`src/rtl/fpga_lmmi_req_bridge_if.sv`:
```
// Signal bundle between the SPI register table (up_*) and two hard-IP LMMI slaves (ip_*).
// The bridge takes the master view; the register table and slaves together take the slave view.
interface fpga_lmmi_req_bridge_if;
    logic [1:0]      up_request;
    logic            up_wr_rdn;
    logic [7:0]      up_offset;
    logic [7:0]      up_wdata;
    logic [1:0]      up_ready;
    logic [1:0][7:0] up_rdata;
    logic [1:0]      up_rdata_valid;
    logic [1:0]      up_timeout;

    logic [1:0]      ip_request;
    logic            ip_wr_rdn;
    logic [7:0]      ip_offset;
    logic [7:0]      ip_wdata;
    logic [1:0]      ip_ready;
    logic [1:0][7:0] ip_rdata;
    logic [1:0]      ip_rdata_valid;

    modport master (
        input  up_request, up_wr_rdn, up_offset, up_wdata,
        output up_ready, up_rdata, up_rdata_valid, up_timeout,
        output ip_request, ip_wr_rdn, ip_offset, ip_wdata,
        input  ip_ready, ip_rdata, ip_rdata_valid
    );

    modport slave (
        output up_request, up_wr_rdn, up_offset, up_wdata,
        input  up_ready, up_rdata, up_rdata_valid, up_timeout,
        input  ip_request, ip_wr_rdn, ip_offset, ip_wdata,
        output ip_ready, ip_rdata, ip_rdata_valid
    );
endinterface

```
`src/rtl/fpga_lmmi_req_bridge.sv`:
```
// Converts level-style per-port request bits into single-beat LMMI transactions on two slaves,
// one at a time with port 0 priority, guarded by a timeout against a hung slave.
module fpga_lmmi_req_bridge #(
    parameter int         TIMEOUT_CYCLES = 1024,
    parameter logic [7:0] TIMEOUT_RDATA  = 8'hFF
) (
    input  logic                   clk,
    input  logic                   rst_n,
    fpga_lmmi_req_bridge_if.master bus
);

    localparam int             TW    = $clog2(TIMEOUT_CYCLES + 1);
    localparam logic [TW-1:0]  TLAST = TW'(TIMEOUT_CYCLES - 1);

    typedef enum logic [1:0] {IDLE, ISSUE, WAIT_RD, DONE} state_t;

    state_t          state_q, state_d;
    logic            sel_q, sel_d;
    logic [TW-1:0]   timer_q, timer_d;
    logic [1:0]      pending_q, pending_d;
    logic [1:0]      reqPrev_q;
    logic            cmdWrRdn_q, cmdWrRdn_d;
    logic [7:0]      cmdOffset_q, cmdOffset_d;
    logic [7:0]      cmdWdata_q, cmdWdata_d;
    logic [1:0]      ready_q, ready_d;
    logic [1:0][7:0] rdata_q, rdata_d;
    logic [1:0]      rdValid_q, rdValid_d;
    logic [1:0]      timeout_q, timeout_d;

    logic [1:0]      rise, accept;
    logic            timerHit;

    assign rise     = bus.up_request & ~reqPrev_q;
    assign accept   = rise & ~pending_q;
    assign timerHit = (timer_q == TLAST);

    always_ff @(posedge clk or negedge rst_n) begin
        if (!rst_n) begin
            state_q     <= IDLE;
            sel_q       <= 1'b0;
            timer_q     <= '0;
            pending_q   <= '0;
            reqPrev_q   <= '0;
            cmdWrRdn_q  <= 1'b0;
            cmdOffset_q <= '0;
            cmdWdata_q  <= '0;
            ready_q     <= 2'b11;
            rdata_q     <= '0;
            rdValid_q   <= '0;
            timeout_q   <= '0;
        end else begin
            state_q     <= state_d;
            sel_q       <= sel_d;
            timer_q     <= timer_d;
            pending_q   <= pending_d;
            reqPrev_q   <= bus.up_request;
            cmdWrRdn_q  <= cmdWrRdn_d;
            cmdOffset_q <= cmdOffset_d;
            cmdWdata_q  <= cmdWdata_d;
            ready_q     <= ready_d;
            rdata_q     <= rdata_d;
            rdValid_q   <= rdValid_d;
            timeout_q   <= timeout_d;
        end
    end

    // The command register is shared by both ports; the register table only loads one at a time.
    always_comb begin
        state_d     = state_q;
        sel_d       = sel_q;
        timer_d     = timer_q;
        pending_d   = pending_q;
        cmdWrRdn_d  = cmdWrRdn_q;
        cmdOffset_d = cmdOffset_q;
        cmdWdata_d  = cmdWdata_q;
        rdata_d     = rdata_q;
        rdValid_d   = '0;
        timeout_d   = timeout_q;
        ready_d     = ready_q;

        if (|accept) begin
            cmdWrRdn_d  = bus.up_wr_rdn;
            cmdOffset_d = bus.up_offset;
            cmdWdata_d  = bus.up_wdata;
        end
        for (int n = 0; n < 2; n++) begin
            if (accept[n]) begin
                pending_d[n] = 1'b1;
                timeout_d[n] = 1'b0;
            end
        end

        unique case (state_q)
            IDLE: begin
                timer_d = '0;
                if (|pending_q) begin
                    sel_d   = ~pending_q[0];
                    state_d = ISSUE;
                end
            end
            ISSUE: begin
                timer_d = timerHit ? timer_q : timer_q + TW'(1);
                if (bus.ip_ready[sel_q]) begin
                    state_d = cmdWrRdn_q ? DONE : WAIT_RD;
                end else if (timerHit) begin
                    timeout_d[sel_q] = 1'b1;
                    if (!cmdWrRdn_q) begin
                        rdata_d[sel_q]   = TIMEOUT_RDATA;
                        rdValid_d[sel_q] = 1'b1;
                    end
                    state_d = DONE;
                end
            end
            WAIT_RD: begin
                timer_d = timerHit ? timer_q : timer_q + TW'(1);
                if (bus.ip_rdata_valid[sel_q]) begin
                    rdata_d[sel_q]   = bus.ip_rdata[sel_q];
                    rdValid_d[sel_q] = 1'b1;
                    state_d          = DONE;
                end else if (timerHit) begin
                    timeout_d[sel_q] = 1'b1;
                    rdata_d[sel_q]   = TIMEOUT_RDATA;
                    rdValid_d[sel_q] = 1'b1;
                    state_d          = DONE;
                end
            end
            DONE: begin
                pending_d[sel_q] = 1'b0;
                state_d          = IDLE;
            end
            default: state_d = IDLE;
        endcase

        for (int n = 0; n < 2; n++) begin
            ready_d[n] = ~pending_d[n] & ~((state_d != IDLE) && (sel_d == n[0]));
        end
    end

    assign bus.ip_request     = (state_q == ISSUE) ? (sel_q ? 2'b10 : 2'b01) : 2'b00;
    assign bus.ip_wr_rdn      = cmdWrRdn_q;
    assign bus.ip_offset      = cmdOffset_q;
    assign bus.ip_wdata       = cmdWdata_q;
    assign bus.up_ready       = ready_q;
    assign bus.up_rdata       = rdata_q;
    assign bus.up_rdata_valid = rdValid_q;
    assign bus.up_timeout     = timeout_q;

endmodule
```
`src/flat_wrapper.sv`:
```
// flat-port wrapper written by rule: the top's interface ports become plain ports
module fpga_lmmi_req_bridge_flat 
#(
    parameter int         TIMEOUT_CYCLES = 1024,
    parameter logic [7:0] TIMEOUT_RDATA  = 8'hFF
)
  (clk, rst_n, bus_up_request, bus_up_wr_rdn, bus_up_offset, bus_up_wdata, bus_up_ready, bus_up_rdata, bus_up_rdata_valid, bus_up_timeout, bus_ip_request, bus_ip_wr_rdn, bus_ip_offset, bus_ip_wdata, bus_ip_ready, bus_ip_rdata, bus_ip_rdata_valid);
  fpga_lmmi_req_bridge_if bus_i ();
  input  logic clk;
  input  logic rst_n;
  input wire logic [$bits(bus_i.up_request)-1:0] bus_up_request;
  input wire logic [$bits(bus_i.up_wr_rdn)-1:0] bus_up_wr_rdn;
  input wire logic [$bits(bus_i.up_offset)-1:0] bus_up_offset;
  input wire logic [$bits(bus_i.up_wdata)-1:0] bus_up_wdata;
  output wire logic [$bits(bus_i.up_ready)-1:0] bus_up_ready;
  output wire logic [$bits(bus_i.up_rdata)-1:0] bus_up_rdata;
  output wire logic [$bits(bus_i.up_rdata_valid)-1:0] bus_up_rdata_valid;
  output wire logic [$bits(bus_i.up_timeout)-1:0] bus_up_timeout;
  output wire logic [$bits(bus_i.ip_request)-1:0] bus_ip_request;
  output wire logic [$bits(bus_i.ip_wr_rdn)-1:0] bus_ip_wr_rdn;
  output wire logic [$bits(bus_i.ip_offset)-1:0] bus_ip_offset;
  output wire logic [$bits(bus_i.ip_wdata)-1:0] bus_ip_wdata;
  input wire logic [$bits(bus_i.ip_ready)-1:0] bus_ip_ready;
  input wire logic [$bits(bus_i.ip_rdata)-1:0] bus_ip_rdata;
  input wire logic [$bits(bus_i.ip_rdata_valid)-1:0] bus_ip_rdata_valid;
  assign bus_i.up_request = bus_up_request;
  assign bus_i.up_wr_rdn = bus_up_wr_rdn;
  assign bus_i.up_offset = bus_up_offset;
  assign bus_i.up_wdata = bus_up_wdata;
  assign bus_up_ready = bus_i.up_ready;
  assign bus_up_rdata = bus_i.up_rdata;
  assign bus_up_rdata_valid = bus_i.up_rdata_valid;
  assign bus_up_timeout = bus_i.up_timeout;
  assign bus_ip_request = bus_i.ip_request;
  assign bus_ip_wr_rdn = bus_i.ip_wr_rdn;
  assign bus_ip_offset = bus_i.ip_offset;
  assign bus_ip_wdata = bus_i.ip_wdata;
  assign bus_i.ip_ready = bus_ip_ready;
  assign bus_i.ip_rdata = bus_ip_rdata;
  assign bus_i.ip_rdata_valid = bus_ip_rdata_valid;
  fpga_lmmi_req_bridge #(.TIMEOUT_CYCLES(TIMEOUT_CYCLES), .TIMEOUT_RDATA(TIMEOUT_RDATA)) u_core (.clk(clk), .rst_n(rst_n), .bus(bus_i));
endmodule
```
`config.mk`:
```
export PLATFORM = sky130hd
export DESIGN_NAME = fpga_lmmi_req_bridge_flat
export DESIGN_NICKNAME = d
export VERILOG_FILES = /design/src/rtl/fpga_lmmi_req_bridge_if.sv /design/src/rtl/fpga_lmmi_req_bridge.sv /design/src/flat_wrapper.sv
export SDC_FILE = /design/constraint.sdc
export NUM_CORES = 1
export LEC_CHECK = 0
export ABC_AREA = 0
export CAP_MARGIN = 30
export CORE_AREA = 2 2 97 62
export CTS_BUF_LIST = sky130_fd_sc_hd__clkbuf_8
export DETAILED_ROUTE_END_ITERATION = 10
export DIE_AREA = 0 0 99 64
export GPL_ROUTABILITY_DRIVEN = 1
export GPL_TIMING_DRIVEN = 1
export MAX_ROUTING_LAYER = met4
export PLACE_DENSITY_LB_ADDON = 0.12
export SLEW_MARGIN = 30
export SYNTH_ARGS = -nofsm -noshare
export SYNTH_HDL_FRONTEND = slang
export SYNTH_SLANG_ARGS = --single-unit
```
`constraint.sdc`:
```
create_clock -name clk -period 3.6 [get_ports clk]
set_input_delay 1.08 -clock clk [delete_from_list [all_inputs] [get_ports clk]]
set_output_delay 1.08 -clock clk [all_outputs]
set_load 0.02 [all_outputs]
```
==> impl_metrics.py, run 1 <==
metrics = {
    "setup_path": {
        "required_ns": 2.52,
        "crit_path_start": "u_core.state_q[1]",
        "path_class": "register to output port",
        "startpoint_type": "register",
        "reg2reg_from": "u_core.state_q[0]",
        "cpPeakStageDelay_ns": 0.65,
        "r2r_end": "u_core.bus.up_rdata[12]",
        "critPathSlowestCell": "clkdlybuf4s50_1",
        "path_cells": "inv_1, ha_1, clkinv_1, nor2_1, clkdlybuf4s50_1",
        "ff2ff_path_depth": 5,
        "endpoint_kind": "output port",
        "crit_fanout": 10,
        "worstPathArrival_ns": 2.29,
        "r2r_slack_ns": 1.42,
    },
    "final_layout": {
        "regArea_um2": 1430,
        "multi_input_area_um2": 1190,
        "area_delta_synth_final_pct": 37.7,
        "nets": 383,
        "layout_common_cells": "clkdlybuf4s50_1, dfrtp_1, inv_1, nor2_1, mux2i_1",
        "layout_commonest_cell": "clkdlybuf4s50_1",
        "fill_cells": 412,
        "diodes": 0,
        "drive_above_1_share_pct": 14.0,
        "fin_cells": 411,
    },
    "clock_tree": {
        "holdBufCountCts": 0,
        "cts_sinks": 57,
        "cts_buffer_depth": 2,
        "cts_tree": "built",
        "clk_latency_ns": 0.33,
        "cts_root_buffer": "clkbuf_8",
        "cts-htree-levels": 3,
        "ctsResizeCount": 0,
        "post_cts_buffers": 0,
        "path_clk_slew_ns": 0.06,
        "cts_buffers": 9,
    },
    "floorplanning": {
        "coreArea_um2": 5390,
        "ios": 82,
        "fp.dieH_um": 64,
        "start_util_pct": 51.8,
        "die_x_um": 99,
        "rows": 21,
        "die-area_um2": 6340,
    },
    "power": {
        "p_leak_uw": 0.00170,
        "p_total_uw": 2970,
        "peakVddDrop_mv": 0.543,
        "power_density_nw_per_um2": 772,
    },
    "place": {
        "placed_cells": 395,
        "dp_hpwl_mm": 4.34,
        "gp_congestion": 0.918,
        "io_buffers": 81,
    },
    "min_path": {
        "min_path_type": "register to register",
        "whs_path_depth": 1,
        "min_from": "u_core.bus.ip_wdata[7]",
        "hold_end": "u_core.bus.ip_wdata[7]",
    },
    "sta": {
        "hold_viol_final": 0,
        "tightest_slew_ns": 0.792,
        "max_freq_mhz": 297,
        "skew_ns": 0.00588,
        "drv_slew": 0,
        "period_minus_slack_ns": 3.37,
        "rsz0062_at_grt": "no",
        "max_slew_margin_pct": 47.2,
        "post-route-period-util_pct": 93.5,
        "setup_viol": 0,
        "tns_ns": 0,
    },
    "drt": {
        "routedWlPerCell_um": 14.8,
        "routed_wl_mm": 6.08,
        "drt-pass1-iter-count": 4,
        "ant_nets": 0,
        "drtIter0Drc": 211,
        "avgViaCountPerCell": 5.32,
        "drc": 0,
        "routed-via-count": 2185,
    },
    "logic_synthesis": {
        "synth_ff_type": "dfrtp_1",
        "mappedNetlistArea_um2": 2790,
        "async_reset_ff_share_pct": 100,
        "synth-edff-count": 0,
        "yosysUniqueCellTypes": 50,
        "seq_area_frac_synth_pct": 51.2,
        "ys.warnings.count": 0,
        "syn_inst": 254,
        "syn_nets": 300,
        "postSynthAreaPerCell_um2": 11.0,
        "synth-seq-cells": 57,
    },
    "grt": {
        "grt_pass1_wl_mm": 10.5,
        "grt_antenna_before_repair": 0,
        "grt_overflow": 0,
        "gr-usage-met1_pct": 28.3,
        "grt_use_met3_pct": 8.53,
        "busiest_layer": "met2",
        "grt_max_degree": 58,
        "globalRouteMet2Util_pct": 31.3,
        "grt.total_usage_pct": 21.5,
        "grt_pass1_vias": 2215,
    },
    "outcome": {
        "status": "complete, no violations",
    },
    "job": {
        "maxCapViolations": 0,
    },
}
## logic make-up (layout without fill, tap and decap cells)
family / Yosys count / after routing / synth area share [%]
xor gates and xnor gates: 2 / 2 / 0.627
DFF: 57 / 57 / 51.2
buffers and inverters: 37 / 125 / 6.32
adders and majority gates: 5 / 5 / 2.24
muxes: 38 / 38 / 14.4
and+or+nand+nor: 68 / 68 / 12.7
AOI/OAI and AO/OA: 47 / 47 / 12.6
## metal layers
| metal | wire length [um] | vias to the layer above |
|---|---|---|
| met5 | 0 | - |
| li1 | - | 1061 |
| met4 | 39 | 0 |
| met2 | 2700 | 65 |
| met3 | 451 | 6 |
| met1 | 2890 | 1053 |
## stage by stage
step,util [%],instance area [um^2],hold slack (ns),worst slack (ns)
after floorplan,-,2790,0.452,1.29
after global placement,67.2,3620,0.482,0.709
after detailed placement,67.2,3620,0.492,0.579
after CTS,71.4,3850,0.502,0.214
after global routing,71.4,3850,0.514,0.0137
final,71.4,3850,0.505,0.233
## worst max-delay path, delay by kind of cell (launching register included)
family,cells,cell delay (ns)
adders and majority gates,1,0.28
buffers and inverters,3,1.03
and+or+nand+nor,1,0.24
DFF,1,0.40
## worst max-delay path by stage
stage	end	slack [ns]
after floorplan	bus_ip_request[0]	1.29
after global placement	bus_ip_request[0]	0.71
after detailed placement	bus_ip_request[0]	0.58
after CTS	bus_ip_request[0]	0.21
after global routing	bus_ip_request[0]	0.01
final	bus_ip_request[0]	0.23
## synthesized netlist by cell type (3+ instances only)
| library cell | n | area share (%) |
|---|---|---|
| dfrtp_1 | 55 | 49 |
| inv_1 | 26 | 3.5 |
| nor2_1 | 25 | 3.4 |
| mux2i_1 | 21 | 7.5 |
| mux2_2 | 17 | 6.9 |
| nand2_1 | 12 | 1.6 |
| o21ai_0 | 11 | 2.0 |
| nand3_1 | 7 | 1.3 |
| a21oi_1 | 6 | 1.1 |
| ha_1 | 5 | 2.2 |
| buf_6 | 4 | 1.6 |
| and3_1 | 3 | 0.67 |
| buf_2 | 3 | 0.54 |
| nor2b_1 | 3 | 0.67 |
| o211ai_1 | 3 | 0.81 |
| o22ai_1 | 3 | 0.67 |
| o32ai_1 | 3 | 0.94 |
## flip-flops by register name, indices dropped and copies added (netlist names), 8 cells and up
signal	count
u_core.bus.ip_offset	8
u_core.bus.ip_wdata	8
u_core.bus.up_rdata	16
u_core.timer_q	11
## area by class of cell
cell class                      instances  share of cell area (%)
Clock inverter                          5                    2.02
Sequential cell                        57                    37.2
Inverter                               27                    2.63
Tap cell                               69                    2.24
Timing Repair Buffer                   82                    21.1
Multi-Input combinational cell        160                    30.9
Clock buffer                           11                    3.94
## power breakdown
| part | switching [uW] | internal, uW | total [uW] |
|---|---|---|---|
| combinational | 699 | 607 | 1310 |
| clock | 251 | 425 | 676 |
| sequential | 147 | 842 | 989 |
No activity file was read; power rests on OpenSTA's default activity.
==> inputs of run 2 (changes only) <==
--- a/config.mk
+++ b/config.mk
@@ -7,10 +7,10 @@
 export LEC_CHECK = 0
 export ABC_AREA = 0
 export CAP_MARGIN = 30
-export CORE_AREA = 2 2 97 62
+export CORE_AREA = 2 2 101 64
 export CTS_BUF_LIST = sky130_fd_sc_hd__clkbuf_8
 export DETAILED_ROUTE_END_ITERATION = 10
-export DIE_AREA = 0 0 99 64
+export DIE_AREA = 0 0 103 66
 export GPL_ROUTABILITY_DRIVEN = 1
 export GPL_TIMING_DRIVEN = 1
 export MAX_ROUTING_LAYER = met4
==> constraint.sdc (replaced) <==
create_clock -name clk -period 3.35 [get_ports clk]
set_input_delay 1.005 -clock clk [delete_from_list [all_inputs] [get_ports clk]]
set_output_delay 1.005 -clock clk [all_outputs]
set_load 0.02 [all_outputs]
==> run 2 against run 1 <==
Register-to-register slack lost 0.24 ns. Power grew 0.79%. Critical path depth is the same. Clock skew grew 0.0036 ns. Routed wire length shrank 2.6%. Combinational power grew 7%. Sequential power grew 7%. Design area shrank 1.2%.
==> impl_metrics.py, run 2 (synthesis gave the netlist of run 1 again) <==
metrics = {
    "outcome": {
        "status": "complete, no violations",
    },
    "setup_path": {
        "endpoint_kind": "output port",
        "reg2reg_from": "u_core.state_q[0]",
        "worstPathArrival_ns": 2.21,
        "r2r_end": "u_core.bus.up_rdata[14]",
        "crit_fanout": 10,
        "startpoint_type": "register",
        "path_class": "register to output port",
        "r2r_slack_ns": 1.18,
        "required_ns": 2.34,
        "crit_path_start": "u_core.state_q[1]",
        "ff2ff_path_depth": 5,
    },
    "sta": {
        "max_freq_mhz": 311,
        "hold_viol_final": 0,
        "skew_ns": 0.00944,
        "whs_ns": 0.498,
        "max_slew_margin_pct": 48.0,
        "setup_viol": 0,
        "period_minus_slack_ns": 3.21,
        "tns_ns": 0,
        "drv_slew": 0,
        "post-route-period-util_pct": 96.0,
        "rsz0062_at_grt": "no",
        "tightest_slew_ns": 0.779,
    },
    "floorplanning": {
        "ios": 82,
        "rows": 22,
        "die-area_um2": 6800,
        "start_util_pct": 47.4,
        "fp.dieH_um": 66,
        "die_x_um": 103,
        "coreArea_um2": 5890,
    },
    "clock_tree": {
        "clk_latency_ns": 0.33,
        "cts-htree-levels": 3,
        "cts_buffers": 9,
        "path_clk_slew_ns": 0.07,
        "ctsResizeCount": 0,
        "cts_root_buffer": "clkbuf_8",
        "holdBufCountCts": 0,
        "cts_tree": "built",
        "post_cts_buffers": 0,
        "cts_sinks": 57,
        "cts_buffer_depth": 2,
    },
    "grt": {
        "grt_overflow": 0,
        "grt_pass1_vias": 2050,
        "grt_antenna_before_repair": 0,
        "grt_pass1_wl_mm": 9.67,
        "grt.total_usage_pct": 19.3,
        "grt_max_degree": 58,
    },
    "drt": {
        "avgViaCountPerCell": 5.07,
        "drc": 0,
        "ant_nets": 0,
        "drtIter0Drc": 61,
        "routed_wl_mm": 5.92,
        "routedWlPerCell_um": 13.9,
        "drt-pass1-iter-count": 4,
        "routed-via-count": 2160,
    },
    "power": {
        "seq_power_share_pct": 35.6,
        "power_density_nw_per_um2": 788,
        "swShare_pct": 38.7,
        "pwr-share-comb_pct": 46.6,
        "p_switching_uw": 1160,
        "p_leak_uw": 0.00168,
        "p_int_uw": 1830,
        "clockPowerShare_pct": 17.8,
        "peakVddDrop_mv": 0.469,
    },
    "job": {
        "maxCapViolations": 0,
    },
    "place": {
        "io_buffers": 81,
        "dp_hpwl_mm": 4.24,
        "gp_congestion": 0.845,
    },
    "final_layout": {
        "nets": 383,
        "layout_commonest_cell": "clkdlybuf4s50_1",
        "layout_common_cells": "clkdlybuf4s50_1, dfrtp_1, inv_1, nor2_1, mux2i_1",
        "area_delta_synth_final_pct": 36.1,
        "largest_register_ffs": 16,
        "diodes": 0,
        "fill_cells": 519,
        "drive_above_1_share_pct": 13.5,
    },
    "min_path": {
        "min_path_type": "register to register",
        "min_from": "u_core.timer_q[6]",
        "hold_end": "u_core.timer_q[6]",
        "whs_path_depth": 1,
    },
}
-- run 2: cell types whose count changed in the layout (fill, tap and decap cells not counted), sizes merged --
cell,change
inv,+2
bufinv,-2
clkinv,+2
clkinvlp,-1
clkbuf,-1
-- run 2: per-stage QoR --
stage	std cells	setup WS, ns	instance area, um^2	power [uW]	util [%]
CTS	426	0.133	3800	3030	64.5
global route	426	0.0144	3800	3190	64.5
detailed placement	410	0.517	3640	2470	61.7
floorplan	254	1.11	2790	1930	-
finish	426	0.135	3800	2990	64.5
global placement	410	0.563	3640	2460	61.7
-- run 2: final cells by class --
cell class | instances | area (um^2) | share of cell area [%]
tap | 84 | 105 | 2.76
inverter | 27 | 101 | 2.67
sequential | 57 | 1430 | 37.6
timing repair buffer | 82 | 813 | 21.4
multi-input combinational | 160 | 1190 | 31.2
clock inverter | 6 | 27.5 | 0.724
clock buffer | 10 | 138 | 3.62
-- run 2: layer usage --
metal	up-vias	global-route usage [%]	wire length, um	share of wire, %
met1	1048	26.4	2950	50
li1	1061	-	-	-
met3	7	6.13	242	4.1
met2	44	27.1	2660	45
met5	-	-	0	0
met4	0	6.41	70	1.2
-- run 2: worst max path at each step --
stage,slack [ns],cells past startpoint,endpoint
floorplan,1.11,4,bus_ip_request[0]
global placement,0.56,5,bus_ip_request[1]
detailed placement,0.52,5,bus_ip_request[1]
CTS,0.13,5,bus_ip_request[1]
global route,0.01,5,bus_ip_request[1]
finish,0.14,5,bus_ip_request[1]
-- run 2: worst max-delay path: stages (launching register included) --
cell and delay, ns:
dfrtp_1 0.41, inv_1 0.09, ha_1 0.28, clkinv_1 0.29, nor2_1 0.18, clkdlybuf4s50_1 0.62
-- run 2: power groups by stage --
stage	clock (uW)	sequential [uW]	combinational (uW)
floorplan	0	1240	692
global placement	0	1070	1390
detailed placement	0	1070	1400
CTS	554	1060	1410
global route	592	1090	1510
finish	534	1060	1400
